File: src/rtl/uart_tx_param.sv
`default_nettype none
// ============================================================================
//  Module      : uart_tx_param
//  Description : Parametrised UART transmitter. Sends one DATA_BITS word per
//                request as start bit, data LSB first, optional odd/even
//                parity and one or two stop bits, with a baud divider and a
//                busy/done handshake. All outputs are registered.
//  Revision    : 1.0 - initial release
// ============================================================================
module uart_tx_param #(
    parameter int DATA_BITS    = 8,
    parameter int CLKS_PER_BIT = 1,
    parameter int PARITY       = 2,
    parameter int STOP_BITS    = 1
) (
    input  logic                 clk,
    input  logic                 rst,
    input  logic                 send,
    input  logic [DATA_BITS-1:0] data,
    output logic                 tx,
    output logic                 busy,
    output logic                 done
);

    // Baud counter width is max(1, clog2(CLKS_PER_BIT)).
    localparam int CNT_W = (CLKS_PER_BIT > 1) ? $clog2(CLKS_PER_BIT) : 1;
    localparam int IDX_W = (DATA_BITS > 1) ? $clog2(DATA_BITS) : 1;

    localparam logic [CNT_W-1:0] C_CNT_LAST  = CNT_W'(CLKS_PER_BIT - 1);
    localparam logic [IDX_W-1:0] C_IDX_LAST  = IDX_W'(DATA_BITS - 1);
    localparam logic             C_STOP_LAST = (STOP_BITS == 2);

    // Elaboration-time rejection of unsupported configurations.
    generate
        if ((PARITY < 0) || (PARITY > 2) || (STOP_BITS < 1) || (STOP_BITS > 2) ||
            (CLKS_PER_BIT < 1) || (DATA_BITS < 5) || (DATA_BITS > 9)) begin : g_bad_params
            $error("uart_tx_param: illegal parameter combination");
        end
    endgenerate

    typedef enum logic [2:0] {
        S_IDLE   = 3'd0,
        S_START  = 3'd1,
        S_DATA   = 3'd2,
        S_PARITY = 3'd3,
        S_STOP   = 3'd4
    } state_t;

    state_t               r_state;
    state_t               w_state_n;
    logic [CNT_W-1:0]     r_cnt;
    logic [CNT_W-1:0]     w_cnt_n;
    logic [IDX_W-1:0]     r_idx;
    logic [IDX_W-1:0]     w_idx_n;
    logic                 r_stop;
    logic                 w_stop_n;
    logic [DATA_BITS-1:0] r_shift;
    logic [DATA_BITS-1:0] w_shift_n;
    logic                 r_par;
    logic                 w_par_n;
    logic                 w_tx_n;
    logic                 w_busy_n;
    logic                 w_done_n;
    logic                 w_bit_end;

    // Next-state, counter and shifter logic; outputs are derived from the next state
    // so that tx/busy/done come straight out of flops.
    always_comb begin
        w_state_n = r_state;
        w_cnt_n   = r_cnt;
        w_idx_n   = r_idx;
        w_stop_n  = r_stop;
        w_shift_n = r_shift;
        w_par_n   = r_par;
        w_tx_n    = 1'b1;
        w_busy_n  = 1'b0;
        w_done_n  = 1'b0;
        w_bit_end = (r_cnt == C_CNT_LAST);

        if (r_state != S_IDLE) begin
            w_cnt_n = w_bit_end ? '0 : r_cnt + 1'b1;
        end

        case (r_state)
            S_IDLE: begin
                if (send) begin
                    w_state_n = S_START;
                    w_shift_n = data;
                    // Parity is fixed at capture time from the latched word.
                    w_par_n   = (PARITY == 1) ? ~(^data) : (^data);
                    w_cnt_n   = '0;
                    w_idx_n   = '0;
                    w_stop_n  = 1'b0;
                end
            end
            S_START: begin
                if (w_bit_end) begin
                    w_state_n = S_DATA;
                    w_idx_n   = '0;
                end
            end
            S_DATA: begin
                if (w_bit_end) begin
                    if (r_idx == C_IDX_LAST) begin
                        w_state_n = (PARITY != 0) ? S_PARITY : S_STOP;
                        w_stop_n  = 1'b0;
                    end else begin
                        w_idx_n   = r_idx + 1'b1;
                        w_shift_n = r_shift >> 1;
                    end
                end
            end
            S_PARITY: begin
                if (w_bit_end) begin
                    w_state_n = S_STOP;
                    w_stop_n  = 1'b0;
                end
            end
            S_STOP: begin
                if (w_bit_end) begin
                    if (r_stop == C_STOP_LAST) begin
                        w_state_n = S_IDLE;
                    end else begin
                        w_stop_n = 1'b1;
                    end
                end
            end
            default: begin
                w_state_n = S_IDLE;
            end
        endcase

        case (w_state_n)
            S_START:  w_tx_n = 1'b0;
            S_DATA:   w_tx_n = w_shift_n[0];
            S_PARITY: w_tx_n = w_par_n;
            default:  w_tx_n = 1'b1;
        endcase

        w_busy_n = (w_state_n != S_IDLE);
        // done marks the final clock of the final stop bit.
        w_done_n = (w_state_n == S_STOP) && (w_stop_n == C_STOP_LAST) &&
                   (w_cnt_n == C_CNT_LAST);
    end

    // State, datapath and output registers with synchronous reset taking priority.
    always_ff @(posedge clk) begin
        if (rst) begin
            r_state <= S_IDLE;
            r_cnt   <= '0;
            r_idx   <= '0;
            r_stop  <= 1'b0;
            r_shift <= '0;
            r_par   <= 1'b0;
            tx      <= 1'b1;
            busy    <= 1'b0;
            done    <= 1'b0;
        end else begin
            r_state <= w_state_n;
            r_cnt   <= w_cnt_n;
            r_idx   <= w_idx_n;
            r_stop  <= w_stop_n;
            r_shift <= w_shift_n;
            r_par   <= w_par_n;
            tx      <= w_tx_n;
            busy    <= w_busy_n;
            done    <= w_done_n;
        end
    end

endmodule
`default_nettype wire

File: config.mk
export PLATFORM = sky130hd
export DESIGN_NAME = uart_tx_param
export DESIGN_NICKNAME = d
export VERILOG_FILES = /design/src/rtl/uart_tx_param.sv
export SDC_FILE = /design/constraint.sdc
export NUM_CORES = 1
export LEC_CHECK = 0
export CORE_ASPECT_RATIO = 0.7
export CORE_UTILIZATION = 35
export CTS_CLUSTER_SIZE = 20
export DETAILED_ROUTE_END_ITERATION = 10
export DONT_BUFFER_PORTS = 1
export GPL_TIMING_DRIVEN = 0
export PLACE_DENSITY = 0.54
export SYNTH_ARGS = -nofsm -noshare
export SYNTH_HDL_FRONTEND = slang
export SYNTH_SLANG_ARGS = --single-unit
File: constraint.sdc
create_clock -name clk -period 2.9 [get_ports clk]
set_input_delay 0.435 -clock clk [delete_from_list [all_inputs] [get_ports clk]]
set_output_delay 0.435 -clock clk [all_outputs]
set_load 0.02 [all_outputs]
Word level (Yosys, flattened, before mapping)
Index checks and enable logic that the tools add are counted.
{"block": "totals", "register_bits": 20, "wordCells": 68}
{"block": "op_classes", "addsub": 2, "n_eq_ne": 13, "mux": 31, "n_bitwise": 2, "n_reduce_logical": 10}
{"op": "two-way mux 3 bit", "n": 11}
{"op": "two-way mux 8 bit", "n": 3}
{"op": "one-hot mux 8 bit (2 select lines)", "n": 1}
{"op": "one-hot mux 3 bit (5 select lines)", "n": 1}
{"op": "equality test 3 x 2 -> 1 bit, second input constant", "n": 4}
{"op": "two-way mux 1 bit", "n": 12}
{"op": "equality test 3 bit, second input constant", "n": 3}
{"op": "one-hot mux 3 bit (3 select lines)", "n": 1}
{"op": "nonzero test 3 bit", "n": 3}
{"op": "inequality test 2 bit, second input constant", "n": 4}
{"op": "XOR reduction 8 bit", "n": 1}
{"op": "equality test 3 x 1 -> 1 bit, second input constant", "n": 2}
{"op": "AND reduction 5 bit", "n": 1}
{"op": "one-hot mux 1 bit (4 select lines)", "n": 1}
{"op": "AND reduction 4 bit", "n": 1}
{"op": "adder 3 x 1 -> 3 bit, second input constant", "n": 1}
{"op": "zero test 3 bit", "n": 1}
{"op": "one-hot mux 1 bit (3 select lines)", "n": 1}
{"op": "logical AND 1 bit", "n": 2}
{"op": "inverter 1 bit", "n": 2}
{"op": "nonzero test 2 bit", "n": 1}
{"op": "adder 1 bit, second input constant", "n": 1}

Depth between registers and ports, before layout
Gate-level depths: netlist of run 1.
{"block": "logic_depth", "word_depth": 7, "ltp_mapped": 7}

Worst setup path after synthesis of run 1
Ideal clock, no wire load.
{"block": "synth_path", "path_kind": "register to register", "startpoint": "register r_idx[0]", "endpoint": "register tx", "arrival_ps": 1563, "setup_slack_ps": 1198, "path_stages_with_launch": 7, "path_buffers": 0, "synth_period_minus_slack_ps": 1702, "cell_sequence": "dfxtp_1 > ha_1 > ha_1 > nor3b_4 > o21ai_1 > a222oi_1 > o221ai_1"}
{"block": "synth_via", "elab_chain_cells": 6, "word_cells_on_any_way": 11, "classes_between": "eq/ne: 4; mux: 7"}
{"element": "start: declaration", "line_no": "53", "rtl": "logic [IDX_W-1:0] r_idx;"}
{"element": "start signal: assignment", "line_no": "161", "rtl": "r_idx <= w_idx_n;"}
{"element": "equality test 3 bit (*)", "line_no": "104", "rtl": "if (r_idx == C_IDX_LAST) begin"}
{"element": "two-way mux 3 bit", "line_no": "104"}
{"element": "two-way mux 3 bit", "line_no": "103", "rtl": "if (w_bit_end) begin"}
{"element": "one-hot mux 3 bit (5 select lines)", "line_no": "84", "rtl": "case (r_state)"}
{"element": "equality test 3 x 2 -> 1 bit or equality test 3 x 1 -> 1 bit (tied branches)", "line_no": "133", "rtl": "case (w_state_n)"}
{"element": "one-hot mux 1 bit (3 select lines) (*)", "line_no": "133"}
{"element": "end signal: assignment", "line_no": "165", "rtl": "tx <= w_tx_n;"}
{"element": "end: declaration", "line_no": "20", "rtl": "output logic tx,"}
Mark *: on every way between the ends. The rest lies on a longest branch, timed or not. The select of a mux whose other input is x is not followed.
A chain may end at the register's enable or synchronous reset.

Worst setup path in the final report of run 1
Ends and elaborated chain as after synthesis.

==> results of run 1 <==
-- cells in the mapped netlist, types with 2 or more instances --
cell type,n,area [sq um]
dfxtp_1,20,400
nor2_1,17,63.8
a222oi_1,7,70.1
nand2b_1,7,43.8
xnor2_1,7,61.3
a21oi_1,5,25.0
buf_6,2,22.5
clkbuf_1,2,7.51
ha_1,2,25.0
inv_1,2,7.51
nand4_1,2,12.5
nor3_1,2,10.0
-- per-layer routing --
metal | vias to the layer above | wire length (um)
li1 | 363 | -
met1 | 341 | 961
met2 | 19 | 783
met3 | 2 | 84
met4 | 0 | 19
met5 | - | 0
-- cell type report --
type / count / area [sq um]
well taps: 34 / 42.5
multi-input cells: 70 / 485
clock buffers: 4 / 55.1
plain buffers: 6 / 42.5
flip-flops and latches: 20 / 400
inverters: 2 / 7.51
fillers: 250 / 1460
-- power by group --
group          switching (W)  leakage, nW  internal [W]
clock network      0.0000904       0.0288      0.000121
logic              0.0000831        0.192     0.0000763
registers          0.0000209        0.164      0.000302
-- registers in the layout, summed over array words and instances, names as in the netlist --
name,flops
tx,1
r_shift,8
r_idx,3
r_state,3
done,1
r_par,1
r_cnt,1
r_stop,1
busy,1
-- through the flow --
step,cells,util
3_5_place_dp,132,0.392
4_1_cts,136,0.414
2_1_floorplan,98,-
3_3_place_gp,132,0.392
5_1_grt,136,0.414
6_report,136,0.414
-- kinds of logic (layout without fill, tap and decap cells) --
group | count (synthesis) | count (layout) | share of synthesized area
and+or+nand+nor | 39 | 39 | 0.246
AOI/OAI and AO/OA | 21 | 21 | 0.171
xor gates and xnor gates | 8 | 8 | 0.0749
DFF | 20 | 20 | 0.428
adders and majority gates | 2 | 2 | 0.0267
buffers and inverters | 8 | 12 | 0.0535
-- worst max-delay path: cells and delay by family (launching register included) --
family	cells	cell delay, ns
compound gates	3	0.83
fa+ha+maj	2	0.44
flops	1	0.33
simple gates	1	0.23
-- path summary, 6_finish.rpt --
| kind | endpoint | slack, ns | depth (start not counted) |
|---|---|---|---|
| setup / recovery | tx$_SDFF_PP1_ | 0.95 | 6 |
| hold / removal | r_cnt$_SDFF_PP0_ | 0.33 | 3 |
| setup reg to reg | tx$_SDFF_PP1_ | 0.95 | 6 |
| hold reg to reg | r_idx[1]$_SDFFE_PP0P_ | 0.48 | 2 |
==> flow_metrics.env, run 1 <==
export IMPL_wl_um=1850
export IMPL_synth_ff_type="dfxtp_1"
export IMPL_vias=725
export IMPL_status="complete, no violations"
export IMPL_final_area_sq_um=1030
export IMPL_cts_tree="built"
export IMPL_routabilityCongestion=0.740
export IMPL_rows=15
export IMPL_place_hpwl_um=1360
export IMPL_synth_edf_count=0
export IMPL_ios=14
export IMPL_startpoint="r_idx[0]$_SDFFE_PP0P_"
export IMPL_r2r_start="r_idx[0]$_SDFFE_PP0P_"
export IMPL_clock_sinks=20
export IMPL_avgSynthCellArea_sq_um=9.55
export IMPL_area_growth_pct=10.4
export IMPL_die_y_um=45.3
export IMPL_grt_max_degree=12
export IMPL_grt_pass1_vias=663
export IMPL_cts_hold_buf=0
export IMPL_synth_seq_area_share=0.428
export IMPL_diodes=0
export IMPL_clk_pin_slew_ns=0.07
export IMPL_finalSetupTns_ns=0
export IMPL_syn_inst=98
export IMPL_grt_pass1_wl_um=3040
export IMPL_drv_slew=0
export IMPL_cp_common_cell="ha_1"
export IMPL_p_leak_nw=0.384
export IMPL_finalPower_w=0.000693
export IMPL_max_stage_delay_ns=0.41
export IMPL_die_x_um=63.8
export IMPL_grt_busiest_layer="met2"
export IMPL_final_common_cell="dfxtp_1"
export IMPL_cts_root_buf="clkbuf_8"
export IMPL_crit_path_max_fanout=8
export IMPL_coreArea_sq_um=2500
export IMPL_period_needed_ns=1.95
export IMPL_crit_arrival_ns=2.08
export IMPL_grt_use_met3=0.0631
export IMPL_maxCapViolCount=0
export IMPL_slowest_stage="a222oi_1"
export IMPL_ys_types=35
export IMPL_tightest_slew_ns=0.607
export IMPL_wl_per_cell_um=13.6
export IMPL_rsz0062_at_grt="false"
export IMPL_synth_seq_cells=20
export IMPL_worstSkewPairLatency_ns=0.25
export IMPL_crit_type="flip-flop to flip-flop"
export IMPL_grt_ovfl_total=0
export IMPL_io_buffers=0
export IMPL_die_area_sq_um=2890
export IMPL_dpl_worst_slack_ns=0.973
export IMPL_timing_final_ws_setup_ns=0.948
export IMPL_grtUsageTotal=0.147
export IMPL_post_cts_buffers=0
export IMPL_numCtsBuffers=3
export IMPL_irDropWorstVdd_mv=0.276
export IMPL_syn_area_sq_um=936
export IMPL_final_net_count=116
export IMPL_gr_usage_met1=0.186
export IMPL_place_area_sq_um=978
export IMPL_ant_nets=0
export IMPL_h_tree_depth=1
export IMPL_cts_path_max_buffers=2
export IMPL_worstHoldPathType="primary input to flip-flop"
export IMPL_power_density_nw_per_um2=671
export IMPL_clock_skew_ns=0.000901
export IMPL_finalCritPeriodShare=0.673
export IMPL_layout_drive_gt1_share=0.127
export IMPL_drcViolationCount=0
export IMPL_crit_path_end_kind="flip-flop"
export IMPL_min_from="send"
export IMPL_synth_nets=111
export IMPL_vias_per_cell=5.33
export IMPL_holdWs_ns=0.331
export IMPL_required_ns=3.03
export IMPL_synth_warnings=0
export IMPL_initial_core_util=0.375
export IMPL_cts_resized=0
export IMPL_fmaxAchievable_ghz=0.512
export IMPL_async_flop_share=0
export IMPL_antenna_found_initial=0
export IMPL_first_pass_iters=4
export IMPL_drtIter0Drc=52
export IMPL_worstPathCellList="ha_1 > ha_1 > nor3b_4 > o21ai_1 > a222oi_1 > o221ai_1"
export IMPL_cp_start_kind="flip-flop"
export IMPL_hold_viol=0
export IMPL_mostFrequentLayoutCells="dfxtp_1, nor2_1, a222oi_1, nand2b_1, xnor2_1"
export IMPL_use_met2=0.219
export IMPL_max_slew_margin=0.593
export IMPL_setup_violations=0
No activity file was read; power rests on OpenSTA's default activity.
==> run 2: changes to the inputs <==
PLACE_DENSITY = 0.56   (was 0.54)
clock period = 1.7 ns   (was 2.9 ns; I/O delays follow)
==> run 2 against run 1 <==
Effect of this change: the run now ends with setup timing left; highest routed layer unchanged; largest cell class unchanged; critical path depth increased by 2; sequential power increased by 72%; flip-flop and latch count unchanged; via count decreased by 1.4%; core utilization increased by 2.4 points; combinational power increased by 86%; clock power increased by 71%.
==> flow_metrics.env, run 2 (same netlist as run 1, synthesis figures left out) <==
export IMPL_status="complete, but fails checks"
export IMPL_violations="setup timing"
export IMPL_grt_pass1_vias=608
export IMPL_rows=15
export IMPL_final_common_cell="dfxtp_1"
export IMPL_layout_drive_gt1_share=0.212
export IMPL_routabilityCongestion=0.790
export IMPL_layout_cells_non_filler=138
export IMPL_p_leak_nw=0.393
export IMPL_numCtsBuffers=3
export IMPL_fmaxAchievable_ghz=0.578
export IMPL_diodes=0
export IMPL_ant_nets=0
export IMPL_maxCapViolCount=0
export IMPL_reg2reg_depth=8
export IMPL_setup_violations=1
export IMPL_regMostFlops="r_shift"
export IMPL_drtIter0Drc=58
export IMPL_area_growth_pct=16.8
export IMPL_cts_path_max_buffers=2
export IMPL_final_net_count=118
export IMPL_worstHoldPathType="primary input to flip-flop"
export IMPL_drcViolationCount=0
export IMPL_die_area_sq_um=2890
export IMPL_vias=715
export IMPL_coreArea_sq_um=2500
export IMPL_initial_core_util=0.375
export IMPL_finalCritPeriodShare=1.02
export IMPL_h_tree_depth=1
export IMPL_grt_pass1_wl_um=3080
export IMPL_io_buffers=0
export IMPL_clock_skew_ns=0.00154
export IMPL_dpl_worst_slack_ns=-0.221
export IMPL_power_density_nw_per_um2=1110
export IMPL_holdPathStages=2
export IMPL_holdWs_ns=0.149
export IMPL_fillers=244
export IMPL_cts_tree="built"
export IMPL_mostFrequentLayoutCells="dfxtp_1, nor2_1, a222oi_1, nand2b_1, xnor2_1"
export IMPL_grtUsageTotal=0.147
export IMPL_crit_path_end_kind="flip-flop"
export IMPL_postLayoutCoreUtil=0.438
export IMPL_cts_hold_buf=0
export IMPL_clk_pin_slew_ns=0.07
export IMPL_tightest_slew_ns=0.575
export IMPL_r2r_slack_ns=-0.03
export IMPL_die_x_um=63.8
export IMPL_required_ns=1.88
export IMPL_largestRegisters="r_shift x8, r_idx x3, r_state x3"
export IMPL_cp_start_kind="flip-flop"
export IMPL_largest_reg_flops=8
export IMPL_max_slew_margin=0.615
export IMPL_drv_slew=0
export IMPL_placed_cells=132
export IMPL_wl_per_cell_um=14.0
export IMPL_period_needed_ns=1.73
export IMPL_hold_viol=0
export IMPL_clock_sinks=20
export IMPL_cts_root_buf="clkbuf_8"
export IMPL_grt_max_degree=12
export IMPL_rsz0062_at_grt="true"
export IMPL_first_pass_iters=4
export IMPL_worstSkewPairLatency_ns=0.26
export IMPL_antenna_found_initial=0
export IMPL_ios=14
export IMPL_wl_um=1930
export IMPL_timing_final_ws_setup_ns=-0.0297
export IMPL_grt_ovfl_total=0
export IMPL_place_hpwl_um=1430
export IMPL_die_y_um=45.3
export IMPL_crit_type="flip-flop to flip-flop"
export IMPL_irDropWorstVdd_mv=0.409
export IMPL_crit_path_max_fanout=8
export IMPL_vias_per_cell=5.18
export IMPL_crit_arrival_ns=1.91
## run 2: report_power, final
part           switching (W)  total [W]  internal [W]
clock               0.000154   0.000361      0.000206
combinational       0.000150   0.000296      0.000147
sequential         0.0000378   0.000554      0.000516
total               0.000342    0.00121      0.000869
## run 2: layer usage
layer,up-vias,wire length (um),share of wire,track usage
met4,0,19,0.0098,0.0409
met2,14,839,0.43,0.211
met3,4,92,0.048,0.0606
met5,-,0,0,0
li1,363,-,-,-
met1,334,979,0.51,0.201
## run 2: worst max-delay path, stage by stage (launching register included)
cell and delay, ns:
dfxtp_2 0.34, ha_4 0.16, ha_4 0.16, nor3b_4 0.25
and2_4 0.19, buf_6 0.12, a222oi_1 0.09, buf_4 0.18
o221ai_1 0.16
## run 2: path summary, 6_finish.rpt
| check | end | from |
|---|---|---|
| setup / recovery | tx$_SDFF_PP1_ | r_idx[0]$_SDFFE_PP0P_ |
| hold / removal | r_shift[2]$_SDFFE_PP0P_ | data[2] |
| setup reg to reg | tx$_SDFF_PP1_ | r_idx[0]$_SDFFE_PP0P_ |
| hold reg to reg | r_stop$_SDFF_PP0_ | r_stop$_SDFF_PP0_ |
## run 2: layout make-up
| class | instances | area (sq um) | area share |
|---|---|---|---|
| multi-input cells | 70 | 528 | 0.483 |
| repair buffers | 2 | 15.0 | 0.0137 |
| well taps | 34 | 42.5 | 0.0389 |
| flip-flops and latches | 20 | 403 | 0.368 |
| inverters | 2 | 7.51 | 0.00686 |
| clock buffers | 4 | 55.1 | 0.0503 |
| plain buffers | 6 | 42.5 | 0.0389 |
## run 2: per-stage QoR
step | instance area, sq um | setup TNS, ns | power (W)
after floorplan | 936 | 0 | 0.000782
after global placement | 978 | -0.568 | 0.000825
after detailed placement | 978 | -0.971 | 0.000833
after CTS | 1080 | -0.0291 | 0.00122
after global routing | 1090 | -0.105 | 0.00128
final | 1090 | -0.0297 | 0.00121
## run 2: timing repair
action | in CTS | in global routing
pin swaps | 5 | 2
setup endpoints to repair | 11 | 7
hold endpoints to repair | 0 | 0
gates resized for setup | 9 | 1
buffers inserted | 1 | 1
cloned | 0 | 0
==> RTL edit 1: new RTL, flow settings as in run 1 <==
The output `tx` loses its register stage (`tx` becomes a continuous assignment).
--- a/src/rtl/uart_tx_param.sv
+++ b/src/rtl/uart_tx_param.sv
@@ -153,5 +153,4 @@
             r_shift <= '0;
             r_par   <= 1'b0;
-            tx      <= 1'b1;
             busy    <= 1'b0;
             done    <= 1'b0;
@@ -163,5 +162,4 @@
             r_shift <= w_shift_n;
             r_par   <= w_par_n;
-            tx      <= w_tx_n;
             busy    <= w_busy_n;
             done    <= w_done_n;
@@ -169,4 +167,6 @@
     end
 
+    assign tx = w_tx_n;
+
 endmodule
 `default_nettype wire
Behaviour: not the same (Yosys sat finds a counterexample within 4 cycles, from zero or initial values and one cycle with rst high).
==> RTL edit 1 against run 1 <==
  * Sequential cell count decreased by 1
  * Global-route usage decreased by 0.51 points
  * Design area decreased by 3.6%
  * Sequential power decreased by 6%
  * Worst setup slack got worse by 0.68 ns
  * Combinational power decreased by 5%
  * Routed wire length increased by 1.1%
  * Synthesized area decreased by 3.1%
  * Total power decreased by 8.1%
==> RTL edit 1: results (changes against run 1) <==
| Metric | Value |
|---|---|
| Unique masters post-synth | `34 (-2.9%)` |
| Fin Clk Skew | `0.00400 ns (+0.00310 ns)` |
| Max clock buf depth | `2 (unchanged)` |
| DR pass1 iterations | `4 (unchanged)` |
| Synth top cells by count | `19 x dfxtp_1, 12 x a21oi_1, 8 x nand2_1, 8 x xnor2_1, 7 x nor2_1` |
| Number of setup buffers added after CTS | `0 (unchanged)` |
| Net Count, Synth | `114 (+2.7%)` |
| Top cells by area, synth | `dfxtp_1 42%, xnor2_1 7.7%, a21oi_1 6.6%, a22oi_1 5.0%, nand2_1 3.3%` |
| Arrival time at the worst endpoint | `2.20 ns (+0.12 ns)` |
| Total number of vias | `713 (-1.7%)` |
| Async SR Flop Fraction | `0 (unchanged)` |
| Initial antenna violation count | `0 (unchanged)` |
| Biggest regs | `r_shift: 8 flops, r_idx: 3 flops, r_state: 3 flops` |
| HP Class | `input port to register` |
| Final WL | `1.87 mm (+1.1%)` |
| Crit path kind | `register to output port` |
| Post-detail-place hpwl | `1.39 mm (+2.3%)` |
| H-tree depth | `1 (unchanged)` |
| Sequential fraction of the synthesis area | `0.419 (-0.00850)` |
| Status | `complete, no violations` |
| Number of diodes | `0 (unchanged)` |
| Number of global-route vias before repair | `609 (-8.1%)` |
| Routability cong. | `0.743 (+0.38%)` |
| Register clock-pin slew on the reported worst setup and hold paths | `0.07 ns (about the same)` |
| CP max stage cell | `a21oi_1` |
| Leak | `0.000348 µW (-9.4%)` |
| Critical path's largest stage delay | `0.50 ns (+0.09 ns)` |
| VDD IR max | `0.303 mV (+9.7%)` |
| Total global-route track usage | `0.142 (-0.00511)` |
| Clock Tree Root | `clkbuf_8` |
| CP max FO | `7 (-1)` |
| Final net count | `119 (+2.6%)` |
| Clock Latency Late Sink | `0.25 ns (about the same)` |
| Synth warn | `0 (unchanged)` |
| Fill count | `264 (+5.6%)` |
| Post-cts resize count | `0 (unchanged)` |
| Port Buf Inserts | `0 (unchanged)` |
| First-pass GRT wire length | `2.96 mm (-2.7%)` |
| Largest net degree at the start of global routing | `12 (unchanged)` |
| DRT iter0 DRCs | `19 (-63%)` |
| Total CTS buffers | `3 (unchanged)` |
| Slew margin rel. | `0.620 (+0.0270)` |
| Layout cells sized above 1 | `0.124 (-0.00364)` |
[RTL edit 1: routing by layer]
metal  GRT usage  share of wire  vias to the layer above
li1            -              -                      371
met1       0.206           0.56                      331
met2       0.189           0.40                        9
met3      0.0567          0.036                        2
met4      0.0419         0.0070                        0
met5           0              0                        -
[RTL edit 1: power breakdown]
part	internal, µW	switching [µW]	leakage (µW)
sequential	285	18.6	0.000155
clock	95.4	87.0	0.0000255
combinational	63.8	87.2	0.000167
total	444	193	0.000348
[RTL edit 1: worst max-delay path: cells and delay by family (launching register included)]
family,cells,cell delay (ns)
AOI/OAI and AO/OA,3,1.12
and+or+nand+nor,1,0.10
DFF,1,0.35
adders and majority gates,2,0.38
[RTL edit 1: worst paths after layout]
kind	startpoint	to	slack, ns	cells past startpoint
hold / removal	data[7]	r_shift[7]	0.32	2
setup reg to reg	r_idx[0]	r_shift[0]	1.13	6
setup / recovery	r_idx[0]	tx	0.26	6
hold reg to reg	r_shift[6]	r_shift[6]	0.46	2
[RTL edit 1: cell families after synthesis]
family	synth area share
buf+inv	0.0428
simple gates	0.214
xor+xnor	0.0772
flops	0.419
fa+ha+maj	0.0276
mux	0.0124
compound gates	0.207
[RTL edit 1: cell type report]
class,count,share of cell area
multi-input cells,73,0.490
flip-flops and latches,19,0.382
well taps,34,0.0427
clock buffers,3,0.0415
plain buffers,6,0.0276
inverters,3,0.0113
clock inverters,1,0.00503
[RTL edit 1: through the flow]
| step | hold slack [ns] | cell area (µm²) | utilization | std cells | setup WS [ns] |
|---|---|---|---|---|---|
| 6_report | 0.318 | 996 | 0.405 | 139 | 0.265 |
| 5_1_grt | 0.328 | 996 | 0.405 | 139 | 0.118 |
| 4_1_cts | 0.317 | 996 | 0.405 | 139 | 0.259 |
| 3_5_place_dp | 0.450 | 950 | 0.386 | 135 | 0.550 |
| 3_3_place_gp | 0.442 | 950 | 0.386 | 135 | 0.588 |
| 2_1_floorplan | 0.436 | 907 | - | 101 | 0.903 |
==> RTL edit 2: new RTL, config.mk and constraints of run 1 <==
Made on the original files. Register the output `tx` once more, without a reset; this adds one clock of latency there. The other outputs are not delayed to match.
--- a/src/rtl/uart_tx_param.sv
+++ b/src/rtl/uart_tx_param.sv
@@ -30,4 +30,6 @@
     localparam logic [IDX_W-1:0] C_IDX_LAST  = IDX_W'(DATA_BITS - 1);
     localparam logic             C_STOP_LAST = (STOP_BITS == 2);
+
+    logic tx_s0;
 
     // Elaboration-time rejection of unsupported configurations.
@@ -153,5 +155,5 @@
             r_shift <= '0;
             r_par   <= 1'b0;
-            tx      <= 1'b1;
+            tx_s0   <= 1'b1;
             busy    <= 1'b0;
             done    <= 1'b0;
@@ -163,5 +165,5 @@
             r_shift <= w_shift_n;
             r_par   <= w_par_n;
-            tx      <= w_tx_n;
+            tx_s0   <= w_tx_n;
             busy    <= w_busy_n;
             done    <= w_done_n;
@@ -169,4 +171,8 @@
     end
 
+    always_ff @(posedge clk) begin
+        tx <= tx_s0;
+    end
+
 endmodule
 `default_nettype wire
Function: changed (Yosys sat finds a counterexample within 4 cycles, from zero or initial values and one cycle with rst high).
==> RTL edit 2 against run 1 <==
  * Routed wire length grew 6.8%
  * Synthesized area rose by 6.0%
  * Total power is 0.40% lower
  * Critical endpoint is now tx_s0
  * Sequential cell count grew 1
  * Non-clock buffer count is the same
  * Worst setup slack got worse by 0.058 ns
  * Design area is 4.5% higher
  * Maximum frequency decreased by 2.9%
==> RTL edit 2: results (changes against run 1) <==
| Metric | Value |
|---|---|
| First-pass GRT wire length | `3.48 mm (+14%)` |
| Pre-CTS setup slack | `0.889 ns (-0.0841 ns)` |
| Total global-route track usage | `0.159 (+0.0115)` |
| Hold path cells | `2 (-1)` |
| Total number of vias | `755 (+4.1%)` |
| Fin Clk Skew | `0.00226 ns (+0.00136 ns)` |
| Number of setup buffers added after CTS | `0 (unchanged)` |
| Fill count | `256 (+2.4%)` |
| Number of global-route vias before repair | `756 (+14%)` |
| CP max FO | `7 (-1)` |
| Synth warn | `0 (unchanged)` |
| DR pass1 iterations | `4 (unchanged)` |
| Status | `complete, no violations` |
| Worst r2r dst | `tx_s0` |
| Post-detail-place hpwl | `1.42 mm (+4.3%)` |
| Routability cong. | `0.741 (+0.16%)` |
| Top cells by area, synth | `dfxtp_1 42%, xnor2_1 7.1%, a22oi_1 5.3%, a21oi_1 5.0%, nand2_1 3.4%` |
| Hold Crit Start | `data[7]` |
| Layout cells sized above 1 | `0.148 (+0.0207)` |
| Synth top cells by count | `21 x dfxtp_1, 10 x a21oi_1, 9 x nand2_1` |
| DRT iter0 DRCs | `45 (-13%)` |
| Final worst path period need | `2.01 ns (+0.0576 ns)` |
| VDD IR max | `0.341 mV (+23%)` |
| Hold EP | `r_shift[7]` |
| Slew margin rel. | `0.553 (-0.0406)` |
| Final hold slack | `0.317 ns (-0.0146 ns)` |
| Arrival time at the worst endpoint | `2.13 ns (+0.05 ns)` |
| Per-cell routed wire length | `13.9 µm (+2.2%)` |
| Unique masters post-synth | `37 (+5.7%)` |
| Leak | `0.000375 µW (-2.5%)` |
| Sequential fraction of the synthesis area | `0.424 (-0.00410)` |
-- RTL edit 2: worst max path at each step --
stage	end
final	tx_s0
after global routing	tx_s0
after CTS	tx_s0
after detailed placement	tx_s0
after global placement	tx_s0
after floorplan	tx_s0
-- RTL edit 2: cell type report --
cell class / instances / area [µm²] / area share
Sequential cell: 21 / 420 / 0.389
Inverter: 3 / 11.3 / 0.0104
Multi-Input combinational cell: 74 / 512 / 0.474
Tap cell: 34 / 42.5 / 0.0394
Buffer: 6 / 48.8 / 0.0452
Clock buffer: 4 / 45.0 / 0.0417
-- RTL edit 2: power breakdown --
group          internal [µW]  switching (µW)
clock network           97.7            90.0
registers                319            22.7
logic                   74.7            86.4
-- RTL edit 2: kinds of logic (layout without fill, tap and decap cells) --
| family | after synthesis | count (layout) | share of synthesized area |
|---|---|---|---|
| AO/OA/AOI/OAI | 27 | 27 | 0.195 |
| XOR/XNOR | 8 | 8 | 0.0706 |
| adder cells (fa/ha/maj) | 2 | 2 | 0.0252 |
| buffers and inverters | 9 | 13 | 0.0605 |
| flip-flops | 21 | 21 | 0.424 |
| multiplexers | 1 | 1 | 0.0113 |
| AND/OR/NAND/NOR | 36 | 36 | 0.213 |
-- RTL edit 2: stage by stage --
stage | power, µW | std cells | utilization | area (µm²)
after floorplan | 479 | 104 | - | 992
after global placement | 506 | 138 | 0.402 | 1030
after detailed placement | 509 | 138 | 0.402 | 1030
after CTS | 703 | 142 | 0.420 | 1080
after global routing | 741 | 142 | 0.420 | 1080
final | 691 | 142 | 0.420 | 1080
-- RTL edit 2: metal layers --
| layer | global-route usage | share of wire | wire length [µm] | up-vias |
|---|---|---|---|---|
| met2 | 0.255 | 0.42 | 823 | 9 |
| met1 | 0.204 | 0.54 | 1060 | 360 |
| met4 | 0.0391 | 0.0051 | 10 | 0 |
| met3 | 0.0569 | 0.039 | 77 | 2 |
| li1 | - | - | - | 384 |
| met5 | 0 | 0 | 0 | - |
-- RTL edit 2: worst max-delay path, cell delays in order (launching register included) --
cell	delay, ns
dfxtp_1	0.32
ha_1	0.19
ha_1	0.21
nor3b_1	0.57
a21oi_2	0.25
a21oi_1	0.25
a22oi_1	0.09
